[config.mk]
export PLATFORM = sky130hd
export DESIGN_NAME = wide_rr_arbiter
export DESIGN_NICKNAME = d
export VERILOG_FILES = /design/src/rtl/wide_rr_arbiter.sv
export SDC_FILE = /design/constraint.sdc
export NUM_CORES = 1
export LEC_CHECK = 0
export BUFFER_PORTS_ARGS = -buffer_cell sky130_fd_sc_hd__buf_2
export CAP_MARGIN = 25
export CORE_AREA = 2 2 265 267
export DETAILED_ROUTE_END_ITERATION = 8
export DIE_AREA = 0 0 267 269
export GPL_TIMING_DRIVEN = 1
export MAX_ROUTING_LAYER = met4
export PLACE_DENSITY = 0.42
export SLEW_MARGIN = 0
export SYNTH_ARGS = -nofsm -noshare
export SYNTH_HDL_FRONTEND = slang
export SYNTH_SLANG_ARGS = --single-unit
[constraint.sdc]
create_clock -name clk -period 2 [get_ports clk]
set_input_delay 0.4 -clock clk [delete_from_list [all_inputs] [get_ports clk]]
set_output_delay 0.4 -clock clk [all_outputs]
set_load 0.005 [all_outputs]
[src/rtl/wide_rr_arbiter.sv]
// Round-robin arbiter feeding one registered WIDTH-bit output stage, with beat counter.
// Optional grant locking for multi-beat packets: define WIDE_RR_ARBITER_LOCK_EN.
module wide_rr_arbiter #(
    parameter int N_REQ = 4,
    parameter int WIDTH = 128,
    parameter int CNT_W = 32
) (
    input  logic                     clk,
    input  logic                     reset,
    input  logic [N_REQ-1:0]         req_valid,
    input  logic [N_REQ*WIDTH-1:0]   req_data,
`ifdef WIDE_RR_ARBITER_LOCK_EN
    input  logic [N_REQ-1:0]         req_last,
`endif
    output logic [N_REQ-1:0]         req_ready,
    output logic                     out_valid,
    output logic [WIDTH-1:0]         out_data,
    output logic [$clog2(N_REQ)-1:0] out_id,
    input  logic                     out_ready,
    output logic [CNT_W-1:0]         beat_count
);
    localparam int ID_W = $clog2(N_REQ);

    logic             r_out_valid;
    logic [WIDTH-1:0] r_out_data;
    logic [ID_W-1:0]  r_out_id;
    logic [ID_W-1:0]  r_ptr;
    logic [CNT_W-1:0] r_beat_cnt;

    logic             w_load;
    logic [N_REQ-1:0] w_elig;
    logic             w_found;
    logic [ID_W-1:0]  w_gnt_id;
    logic             w_acc;
    logic [ID_W-1:0]  w_ptr_nxt;

    assign w_load = ~r_out_valid | out_ready;

`ifdef WIDE_RR_ARBITER_LOCK_EN
    typedef enum logic {ARB, LOCK} state_t;
    state_t          r_state, w_state_nxt;
    logic [ID_W-1:0] r_lock_id, w_lock_nxt;

    // While locked, everyone but the lock owner is masked out, even if the owner is idle.
    assign w_elig = (r_state == LOCK) ? (req_valid & (N_REQ'(1) << r_lock_id)) : req_valid;

    always_ff @(posedge clk) begin
        if (reset) begin
            r_state   <= ARB;
            r_lock_id <= '0;
        end else begin
            r_state   <= w_state_nxt;
            r_lock_id <= w_lock_nxt;
        end
    end

    always_comb begin
        w_state_nxt = r_state;
        w_lock_nxt  = r_lock_id;
        case (r_state)
            ARB: begin
                if (w_acc && !req_last[w_gnt_id]) begin
                    w_state_nxt = LOCK;
                    w_lock_nxt  = w_gnt_id;
                end
            end
            LOCK: begin
                if (w_acc && req_last[w_gnt_id]) w_state_nxt = ARB;
            end
            default: w_state_nxt = ARB;
        endcase
    end
`else
    assign w_elig = req_valid;
`endif

    // First eligible requester at or after r_ptr, wrapping modulo N_REQ.
    always_comb begin
        int idx;
        idx      = 0;
        w_found  = 1'b0;
        w_gnt_id = '0;
        for (int k = 0; k < N_REQ; k++) begin
            idx = int'(r_ptr) + k;
            if (idx >= N_REQ) idx = idx - N_REQ;
            if (!w_found && w_elig[idx]) begin
                w_found  = 1'b1;
                w_gnt_id = ID_W'(idx);
            end
        end
    end

    assign w_acc     = w_load & w_found & ~reset;
    assign req_ready = w_acc ? (N_REQ'(1) << w_gnt_id) : '0;
    assign w_ptr_nxt = (w_gnt_id == ID_W'(N_REQ - 1)) ? '0 : w_gnt_id + ID_W'(1);

    always_ff @(posedge clk) begin
        if (reset) begin
            r_out_valid <= 1'b0;
            r_out_data  <= '0;
            r_out_id    <= '0;
            r_ptr       <= '0;
            r_beat_cnt  <= '0;
        end else begin
            if (w_acc) begin
                r_out_valid <= 1'b1;
                r_out_data  <= req_data[int'(w_gnt_id)*WIDTH +: WIDTH];
                r_out_id    <= w_gnt_id;
                r_ptr       <= w_ptr_nxt;
            end else if (out_ready) begin
                r_out_valid <= 1'b0;
            end
            if (r_out_valid && out_ready) r_beat_cnt <= r_beat_cnt + CNT_W'(1);
        end
    end

    assign out_valid  = r_out_valid;
    assign out_data   = r_out_data;
    assign out_id     = r_out_id;
    assign beat_count = r_beat_cnt;
endmodule

After elaboration in Yosys (flattened, before gate mapping)
Cells that the tools add are included.

word-level totals
  register bits after elaboration = 165
  bits of input ports = 519

cells by class
  add/subtract/negate cells = 9
  magnitude comparators = 8
  equal/unequal tests = 1
  shifts and indexed selects = 2
  muxes and demuxes = 28
  bitwise logic cells = 5
  reduce and logical (&&, ||, !) cells = 8

operator list
  kind                     number
  $shiftx A512 B10 Y128    1
  $lt A32 B4 Y1 const B    4
  $mux W32                 4
  $add A32 B1 Y32 const B  1
  $mux W1                  14
  $sub A3 B3 Y4 const B    3
  $mux W2                  5
  $ge A3 B3 Y1 const B     3
  $bmux W1 S2              4
  $add A2 B2 Y3 const B    2
  $logic_and A1 B1 Y1      4
  $mux W4                  1
  $shl A1 B2 Y4 const A    1
  $sub A2 B3 Y4 const B    1
  $add A2 B1 Y3 const B    1
  $ge A2 B3 Y1 const B     1
  $logic_not A1 Y1         3
  $add A2 B1 Y2 const B    1
  $and A1 B1 Y1            2
  $eq A2 B2 Y1 const B     1
  $not A1 Y1               2
  $reduce_bool A2 Y1       1
  $or A1 B1 Y1             1

Logic depth before layout (Yosys ltp)
Gate-level depths: netlist (run 1).

  word-level depth = 18
  depth in mapped cells = 8
  depth with buffers taken out = 5

Worst setup path before layout (run 1)
OpenSTA, ideal clock, no wires.

  path kind = in2out
  from = in req_valid[0]
  to = out req_ready[2]
  arrival time = 1.498 ns
  data required time = 1.600 ns
  setup slack = 0.102 ns
  cell stages on the path = 7
  cells stage by stage = and2b_1 o21bai_1 buf_2 nand3_1 buf_2 buf_2 nor2_1

between the ends
  cells in the longest elaborated chain, start to end = 16

ends and longest elaborated chain
  element                                     RTL line  RTL
  start: declaration                          10        input logic [N_REQ-1:0] req_valid,
  $bmux W1 S2                                 86        if (!w_found && w_elig[idx]) begin
  $mux W1 (implied by the code) (2 in a row)  86
  $mux W1                                     86
  $logic_not A1 Y1                            86
  $logic_and A1 B1 Y1                         86
  $mux W1                                     86
  $logic_not A1 Y1                            86
  $logic_and A1 B1 Y1                         86
  $mux W1                                     86
  $logic_not A1 Y1                            86
  $logic_and A1 B1 Y1                         86
  $mux W1                                     86
  $and A1 B1 Y1 (2 in a row)                  93        assign w_acc = w_load & w_found & ~reset;
  $mux W4 (*)                                 94        assign req_ready = w_acc ? (N_REQ'(1) << w_gnt_id) : '0;
  end: declaration                            15        output logic [N_REQ-1:0] req_ready,

Every way passes the cells marked *; elsewhere a longest branch is shown, timed or not. The select of a mux whose other input is x is not followed.

Worst setup path after layout (run 1)
  from = reg r_ptr[0]
  to = out req_ready[1]

between the ends
  cells in the longest elaborated chain, start to end = 18

ends and longest elaborated chain
  element                                                                 RTL line  RTL
  start: declaration                                                      27        logic [ID_W-1:0] r_ptr;
  start signal: assignment                                                109       r_ptr <= w_ptr_nxt;
  parallel branches: the longest is 17 deep, another holds $sub A3 B3 Y4  --
  $mux W4 (*)                                                             94

Every way passes the cells marked *. The select of a mux whose other input is x is not followed.

==> metrics, run 1 <==
CP Data Required Time=1.60 ns; CTS tree=yes; Max Clock Skew=approximately 0.013 ns; TNS Setup=-13.67 ns; via count=12500; # rows=just under 100; Synth Flop Type=dfxtp_1; mapped cell area=9880 sq um; failing checks=setup timing; post-route ant nets=0; crit path max fanout=5; Syn Inst Count=~1200; Initial Util=14.3%; Net Sw Power=4.55 mW; maximum vdd drop=0.329 mV; Seq cells post-synth=165; most frequent CP cell=nor2_4; WL per Instance=20.5 microns; initial DRC count=635; CTS Buf Count=17; Seq/Total Area, Yosys=roughly a third; CTS Root Cell=clkbuf_16; Final Max Tran Viols=0; status=finished with violations; filler cell count=7670; Post-Syn Nets=~1700; cell with the most instances after synthesis=dfxtp_1; clk_lat worst skew=between 0.4 and 0.5 ns; P_leak=7.87 nW; RSZ-0062 raised after global routing=yes; TritonRoute pass-1 iters=5; CP arrival=around 1.9 ns; CTS Hold Bufs=0; power share of the sequential group=about a third; GP Congestion=between 0.8 and 0.9; post-DP HPWL=43600 microns; H-tree Lvls=4; Routed WL=around 60000 microns; ys async rst share=0%; footprint of the multi-input gates=between 6000 and 7000 sq um; Slew headroom=between 60 and 70%; ranking of synthesized cells by area=dfxtp_1 (33%), mux2i_1 (13%), o211ai_1 (9.7%); die area=roughly 72000 sq um; largest net degree at the start of global routing=51; Achievable Freq=approximately 440 MHz; Longest Clk Path Bufs=2; DRC viols=0; minimum clock period=2.27 ns; Crit. End Element=primary output; biggest cell delay along the critical path=0.33 ns; setup violators final=approximately 120; minimum setup slack among reg-to-reg paths=-0.20 ns; setup ws final=-0.268 ns; CTS Sinks=165; Sw Ratio=36.6%; first-pass GRT wire length=slightly below 80000 microns; initial antenna violation count=8; Port-buffer cells=685; Die Wd=267 microns; final hold viol count=0; Area Growth Syn to Fin=74.2%; crit-path cells=and2b_1 -> buf_6 -> nor4_4 -> nor2_4 -> buf_12 -> nor2_4 -> buf_2; Post-synth EDFFs=0; Top-Level Pins=686; syn_area_per_cell=between 8 and 9 sq um; GRT Overall Usage=15.4%; sequential cell area=3310 sq um; clock-pin slew on the worst setup and hold paths=around 0.08 ns; startpoint types=flop; share of the synthesized area in the top cell type=between 30% and 40%; Max-Cap Viols=0; Setup CP Type=reg2out; Congestion Overflow GR=0; HP Class=in2reg; period utilization=113%; Comb power frac=39.5%; vias in the first global route=12400; post-place setup slack=-0.341 ns; CP max-delay cell=dfxtp_2; top cell type by total area after synthesis=dfxtp_1; Vias/cell=4.28; Core ar.=69300 sq um; layout cells sized above 1=48.5%; synth unique cells=40; clock share of power=28.7%; worst slew pin tran=0.542 ns; Post-synth top cells=dfxtp_1 (165), nand2_1 (146), mux2i_1 (130), o211ai_1 (128), o21ai_0 (103); internal power=7.88 mW; yosys warns=0; Die Ht=269 microns; Pwr Density=722 nW/um^2; final net count=2488; final hold slack=~0.21 ns
-- kinds of logic (layout without fill, tap and decap cells) --
family | after synthesis | in the layout | share of synthesized area [%]
adder cells (fa/ha/maj) | 1 | 1 | 0.127
AO/OA/AOI/OAI | 407 | 407 | 27.4
AND/OR/NAND/NOR | 369 | 369 | 18.0
flip-flops | 165 | 165 | 33.4
other | 0 | 7 | 0
multiplexers | 130 | 130 | 13.2
XOR/XNOR | 25 | 25 | 2.22
buffers and inverters | 125 | 884 | 5.65
-- metal layers --
metal	GRT usage (%)	wire length, microns	part of all wire (%)	up-vias
li1	-	-	-	5972
met1	17.9	24900	41	5937
met2	26.5	29800	50	567
met3	3.29	4090	6.8	65
met4	4.72	1250	2.1	0
met5	-	0	0	-
-- through the flow --
stage / cells / utilization [%] / cell area [sq um] / power, mW
6_report: 2928 / 24.8 / 17200 / 12.4
4_1_cts: 2893 / 23.6 / 16400 / 12.0
3_5_place_dp: 2842 / 22.1 / 15300 / 7.99
2_1_floorplan: 1222 / - / 9880 / 5.73
3_3_place_gp: 2842 / 22.1 / 15300 / 7.98
5_1_grt: 2927 / 24.8 / 17200 / 13.1
-- power by group through the flow --
stage | Combinational [mW] | Clock (mW) | Sequential, mW
floorplan | 1.70 | 0 | 4.03
global placement | 3.96 | 0 | 4.01
detailed placement | 3.98 | 0 | 4.01
CTS | 4.33 | 3.72 | 3.95
global route | 5.25 | 3.84 | 4.00
finish | 4.91 | 3.57 | 3.95
-- cell type report --
type,instances,area share [%]
Inverter,7,0.153
Tap cell,940,6.83
Timing Repair Buffer,845,32.1
Clock inverter,15,1.03
Multi-Input combinational cell,932,38.1
Clock buffer,17,2.47
Sequential cell,165,19.2
Antenna cell,7,0.102
-- flip-flops by register name (all words and copies together), names as in the netlist --
| signal | flops |
|---|---|
| out_valid | 1 |
| out_data | 128 |
| beat_count | 32 |
| r_ptr | 2 |
| out_id | 2 |
-- cell usage in the layout (no fill, tap or decap), types with 32 or more instances in the layout --
| master | Yosys | routed |
|---|---|---|
| buf_2 | 44 | 685 |
| dfxtp_1 | 165 | 163 |
| nand2_1 | 146 | 144 |
| o211ai_1 | 128 | 128 |
| mux2i_1 | 130 | 85 |
| buf_4 | 1 | 84 |
| o21ai_0 | 103 | 80 |
| nand3_1 | 84 | 80 |
| a21o_1 | 74 | 74 |
| and3_1 | 59 | 58 |
| a21boi_0 | 54 | 54 |
| buf_12 | 0 | 47 |
| o21ai_1 | 32 | 44 |
| nor2_1 | 36 | 32 |
-- timing repair --
action / in CTS / in global routing
pin swaps: 6 / 24
gates resized for setup: 52 / 116
gates cloned: 4 / 10
buffers inserted: 16 / 21
endpoints found under the setup margin: 27 / 131
-- critical path: cells and delay by family (launching register included) --
kind / cells / cell delay (ns)
AND/OR/NAND/NOR: 4 / 0.65
flip-flops: 1 / 0.33
buffers and inverters: 3 / 0.39
-- final timing paths --
path                                     end  depth (start not counted)           from
worst max register to register  out_data[16]                         11       r_ptr[0]
worst min register to register  out_data[62]                          2   out_data[62]
worst max-delay path            req_ready[1]                          7       r_ptr[0]
worst min-delay path            out_data[40]                          3  req_data[168]
No activity file was read; power rests on OpenSTA's default activity.
==> run 2, diff against run 1 <==
- ABC_AREA: unset -> 1
- CORE_AREA: 2 2 265 267 -> 2 2 268 270
- DIE_AREA: 0 0 267 269 -> 0 0 270 272
- PLACE_DENSITY: 0.42 -> 0.44
- SETUP_SLACK_MARGIN: unset -> 0.5
==> metrics, run 2 <==
status=finished with violations; failing checks=setup timing; # rows=98; top cell type by total area after synthesis=dfxtp_1; most frequent cells in the layout=buf_2 (685), nand2_1 (497), nand3_1 (225); Post-Syn Nets=2442; Tot Pwr=42.3 mW; final hold viol count=0; ranking of synthesized cells by area=dfxtp_1 (29%), nand2_1 (20%), nand3_1 (15%); GP Congestion=slightly below 0.9; TritonRoute pass-1 iters=7; Pwr Density=2000 nW/um^2; synth unique cells=33; layout cells sized above 1=46.6%; cell depth of the worst hold path=3; initial antenna violation count=14; WL per Instance=19.6 microns; CTS tree=yes; first-pass GRT wire length=around 100000 microns; crit path max fanout=6; CP arrival=~2.1 ns; minimum setup slack among reg-to-reg paths=-0.39 ns; maximum vdd drop=about 1 mV; Achievable Freq=393 MHz; worst reg2reg startpoint=r_ptr[0]; Synth Flop Type=dfxtp_1; initial DRC count=888; Die Ht=272 microns; Longest Clk Path Bufs=2; CTS Hold Bufs=0; Die Wd=270 microns; CTS Root Cell=clkbuf_16; period utilization=127%; minimum clock period=2.54 ns; largest net degree at the start of global routing=between 70 and 80; Seq cells post-synth=165; Area Growth Syn to Fin=87.5%; CP Data Required Time=1.60 ns; Hold Path Origin=req_data[129]; hold endpoint=out_data[1]; yosys warns=0; H-tree Lvls=4; Routed WL=73100 microns; worst r2r path cells=18; worst slew pin tran=0.509 ns; clk_lat worst skew=roughly 0.50 ns; Crit. End Element=primary output; ys async rst share=0%; startpoint types=flop; P_leak=10.9 nW; setup ws final=-0.544 ns; RR Endpoint=out_data[98]; max FFs per register=128; Core ar.=70800 sq um; commonest non-fill, non-tap cell in the layout=buf_2; via count=16500; GRT Overall Usage=between 15 and 20%; mapped cell area=11300 sq um; syn_area_per_cell=5.88 sq um; Syn Inst Count=1922; post-DP HPWL=52100 microns; Vias/cell=around 4.4; Max Clock Skew=0.0131 ns; Seq/Total Area, Yosys=29.2%; Port-buffer cells=between 600 and 700; Congestion Overflow GR=0; Slew headroom=66.1%; setup violators final=133; final net count=3284; cell with the most instances after synthesis=nand2_1; Top-Level Pins=between 600 and 700; filler cell count=around 7900; RSZ-0062 raised after global routing=yes; CTS Sinks=165; HP Class=in2reg; Post-synth top cells=nand2_1 (589), nand3_1 (348), nand4_1 (192), dfxtp_1 (165), inv_1 (159); vias in the first global route=roughly 16000; final hold slack=approximately 0.16 ns; Setup CP Type=reg2out; footprint of the multi-input gates=a little under 8000 sq um; clock-pin slew on the worst setup and hold paths=about 0.090 ns; post-route ant nets=0; Final Max Tran Viols=0; Max-Cap Viols=0; post-place setup slack=-0.323 ns; CTS Buf Count=17; DRC viols=0; Initial Util=16.0%; Post-synth EDFFs=0; die area=73400 sq um; sequential cell area=~3300 sq um; share of the synthesized area in the top cell type=29.2%
## run 2: cell count changes in the layout (fill, tap and decap cells not counted), moves of 54 or more
| cell | delta |
|---|---|
| nand3_1 | +145 |
| nand4_1 | +187 |
| buf_4 | +58 |
| nor2_1 | +105 |
| nand2_2 | +64 |
| inv_1 | +149 |
| a21boi_0 | -54 |
| mux2i_1 | -85 |
| nand3_2 | +111 |
| a21o_1 | -74 |
| o211ai_1 | -119 |
| and3_1 | -58 |
| nand2_1 | +353 |
## run 2: stage by stage
step,cells,area [sq um],setup TNS [ns],util (%)
finish,3739,21200,-35.29,29.9
global placement,3596,17200,-34.16,24.3
detailed placement,3596,17200,-30.47,24.3
CTS,3701,20100,-25.80,28.4
floorplan,1922,11400,-0.116,-
global route,3739,21200,-51.56,29.9
## run 2: critical path, cell delays in order (launching register included)
cell     delay (ns)
dfxtp_4        0.42
buf_6          0.15
nand2_2        0.05
nand2_2        0.09
nand2_2        0.05
nand2_1        0.07
nand2_2        0.07
buf_6          0.12
nand3_4        0.07
nand3_4        0.12
buf_12         0.15
buf_12         0.11
nor2_4         0.09
buf_2          0.11
## run 2: routing by layer
metal	vias up	track usage (%)	routed length, microns
li1	8103	-	-
met1	7690	24.0	31600
met2	628	32.4	35600
met3	65	4.35	4630
met4	0	3.95	1230
met5	-	-	0
## run 2: layout make-up
| cell class | count | share of cell area [%] |
|---|---|---|
| Tap cell | 950 | 5.61 |
| Multi-Input combinational cell | 1429 | 37.1 |
| Timing Repair Buffer | 985 | 35.5 |
| Clock inverter | 15 | 0.939 |
| Sequential cell | 165 | 15.6 |
| Inverter | 166 | 3.10 |
| Clock buffer | 17 | 2.01 |
| Antenna cell | 12 | 0.142 |
## run 2: how the worst max path moves through the flow
stage,to,cells past startpoint,startpoint,slack [ns]
6_report,req_ready[3],13,r_ptr[0],-0.54
5_1_grt,req_ready[3],13,r_ptr[0],-0.67
4_1_cts,req_ready[3],12,r_ptr[0],-0.59
3_5_place_dp,out_data[65],13,r_ptr[0],-0.32
3_3_place_gp,out_data[65],13,r_ptr[0],-0.36
2_1_floorplan,req_ready[3],15,r_ptr[0],-0.12
## run 2: kinds of logic after synthesis
group	count (synthesis)	share of synthesized area, %
AO/OA/AOI/OAI	96	4.55
XOR/XNOR	9	0.698
AND/OR/NAND/NOR	1323	53.3
buffers and inverters	328	12.1
adder cells (fa/ha/maj)	1	0.111
flip-flops	165	29.2
## run 2: what timing repair did
item	4_1_cts	5_1_grt
setup buffers	43	17
gates resized for setup	306	179
gates cloned	30	9
setup endpoints to repair	187	191
pin swaps	80	74
## run 2: power by group
group | total (mW) | switching, mW | leakage, nW | internal, mW
clock network | 3.61 | 1.90 | 0.300 | 1.71
logic | 33.5 | 17.4 | 9.25 | 16.1
registers | 5.25 | 0.671 | 1.37 | 4.58
==> run 3, diff against run 2 <==
- SKIP_LAST_GASP: unset -> 1
==> metrics, run 3 (same netlist as run 2, synthesis figures left out) <==
Final Max Tran Viols=0; crit-path cells=inv_8 -> nand2_1 -> nand3_1 -> nand2_2 -> nand2_2 -> buf_6 -> nand3_4 -> nand3_4 -> buf_12 -> buf_12 -> nor2_4 -> buf_2; setup ws final=-0.546 ns; initial DRC count=1060; worst reg2reg startpoint=r_ptr[0]; clock-pin slew on the worst setup and hold paths=roughly 0.08 ns; CTS tree=yes; P_leak=approximately 11 nW; final net count=3281; RR Endpoint=out_data[113]; initial antenna violation count=13; worst slew pin tran=0.508 ns; H-tree Lvls=4; Slew headroom=66.2%; metal2 WL=35500 microns; maximum vdd drop=between 1 and 1.5 mV; post-route ant nets=0; # rows=98; Setup crit end=req_ready[3]; CP arrival=2.15 ns; filler cell count=7947; Initial Util=around 16%; Congestion Overflow GR=0; period utilization=127%; Top-Level Pins=686; HP Class=in2reg; post-place setup slack=-0.323 ns; Routed WL=73000 microns; DR WL met3=5100 microns; Tot Pwr=41.2 mW; failing checks=setup timing; Vias/cell=4.43; via count=16600; final hold viol count=0; Area Growth Syn to Fin=83.3%; CTS Hold Bufs=0; WL per Instance=19.5 microns; die area=approximately 73000 sq um; CTS Root Cell=clkbuf_16; Die Ht=272 microns; CP max-delay cell=dfxtp_4; startpoint types=flop; M1 WL=approximately 31000 microns; biggest cell delay along the critical path=0.42 ns; GP Congestion=0.884; Longest Clk Path Bufs=2; Core ar.=around 71000 sq um; status=finished with violations; CP Data Required Time=1.60 ns; most frequent cells in the layout=buf_2 (685), nand2_1 (523), nand3_1 (268); RSZ-0062 raised after global routing=yes; Die Wd=around 270 microns; clk_lat worst skew=0.50 ns; CTS Buf Count=17; first-pass GRT wire length=103000 microns; crit path max fanout=9; Max-Cap Viols=0; minimum setup slack among reg-to-reg paths=-0.40 ns; vias in the first global route=15800; GRT Overall Usage=19.4%; TritonRoute pass-1 iters=5; DRC viols=0; largest net degree at the start of global routing=between 70 and 80; worst r2r path cells=16; Crit. End Element=primary output; layout cells sized above 1=43.7%; Setup CP Type=reg2out; critical path startpoint=r_ptr[0]; max FFs per register=128; DR top layer=met4; minimum clock period=2.55 ns; post-DP HPWL=52100 microns; CTS Sinks=165; Achievable Freq=393 MHz; Pwr Density=1990 nW/um^2; Port-buffer cells=685; setup violators final=135; Max Clock Skew=0.0148 ns; TNS Setup=-36.73 ns; commonest non-fill, non-tap cell in the layout=buf_2
-- run 3: cell types whose count changed in the layout (fill, tap and decap cells not counted), moves of 3 or more --
cell / before / now
nand2_2: 66 / 44
nand3_2: 114 / 74
nand2_1: 497 / 523
nor2_2: 12 / 6
o21ai_0: 30 / 33
nand3_1: 225 / 268
buf_12: 48 / 44
buf_4: 142 / 156
buf_6: 42 / 31
nor2_1: 137 / 144
nand3_4: 13 / 10
nand2_4: 24 / 20
-- run 3: how the worst min path moves through the flow --
stage / start / end / slack [ns] / cells after the start
after floorplan: beat_count[20] / beat_count[20] / 0.45 / 2
after global placement: beat_count[20] / beat_count[20] / 0.45 / 2
after detailed placement: beat_count[20] / beat_count[20] / 0.46 / 2
after CTS: req_data[129] / out_data[1] / 0.11 / 3
after global routing: req_data[203] / out_data[75] / 0.14 / 3
final: req_data[203] / out_data[75] / 0.16 / 3
-- run 3: area by class of cell --
type	instances	area, sq um	area share (%)
Inverter	166	656	3.17
Multi-Input combinational cell	1429	7510	36.3
Antenna cell	14	35.0	0.169
Tap cell	950	1190	5.74
Clock inverter	15	199	0.961
Sequential cell	165	3310	16.0
Timing Repair Buffer	982	7370	35.6
Clock buffer	17	425	2.06
-- run 3: power breakdown --
part | internal (mW) | switching, mW
registers | 4.58 | 0.675
clock network | 1.71 | 1.90
logic | 15.5 | 16.8
total | 21.8 | 19.4
-- run 3: layer usage --
metal  vias to the layer above  global-route usage [%]
met5                         -                       -
met4                         0                    4.27
met3                        73                    4.15
met2                       696                    32.2
met1                      7698                    24.1
li1                       8101                       -
-- run 3: per-stage QoR --
stage	hold WS [ns]	cells	cell area [sq um]	util [%]
3_3_place_gp	0.452	3596	17200	24.3
6_report	0.158	3738	20700	29.3
2_1_floorplan	0.453	1922	11400	-
3_5_place_dp	0.456	3596	17200	24.3
5_1_grt	0.137	3735	20700	29.2
4_1_cts	0.108	3701	19900	28.1
-- run 3: repair_timing --
action,4_1_cts,5_1_grt
gates cloned,30,9
gates resized for setup,253,118
setup buffers,43,14
setup endpoints to repair,187,193
pin swaps,71,69
-- run 3: critical path, delay by kind of cell, from the launching register on --
family,cells,cell delay (ns)
buffers and inverters,5,0.55
DFF,1,0.42
and+or+nand+nor,7,0.68
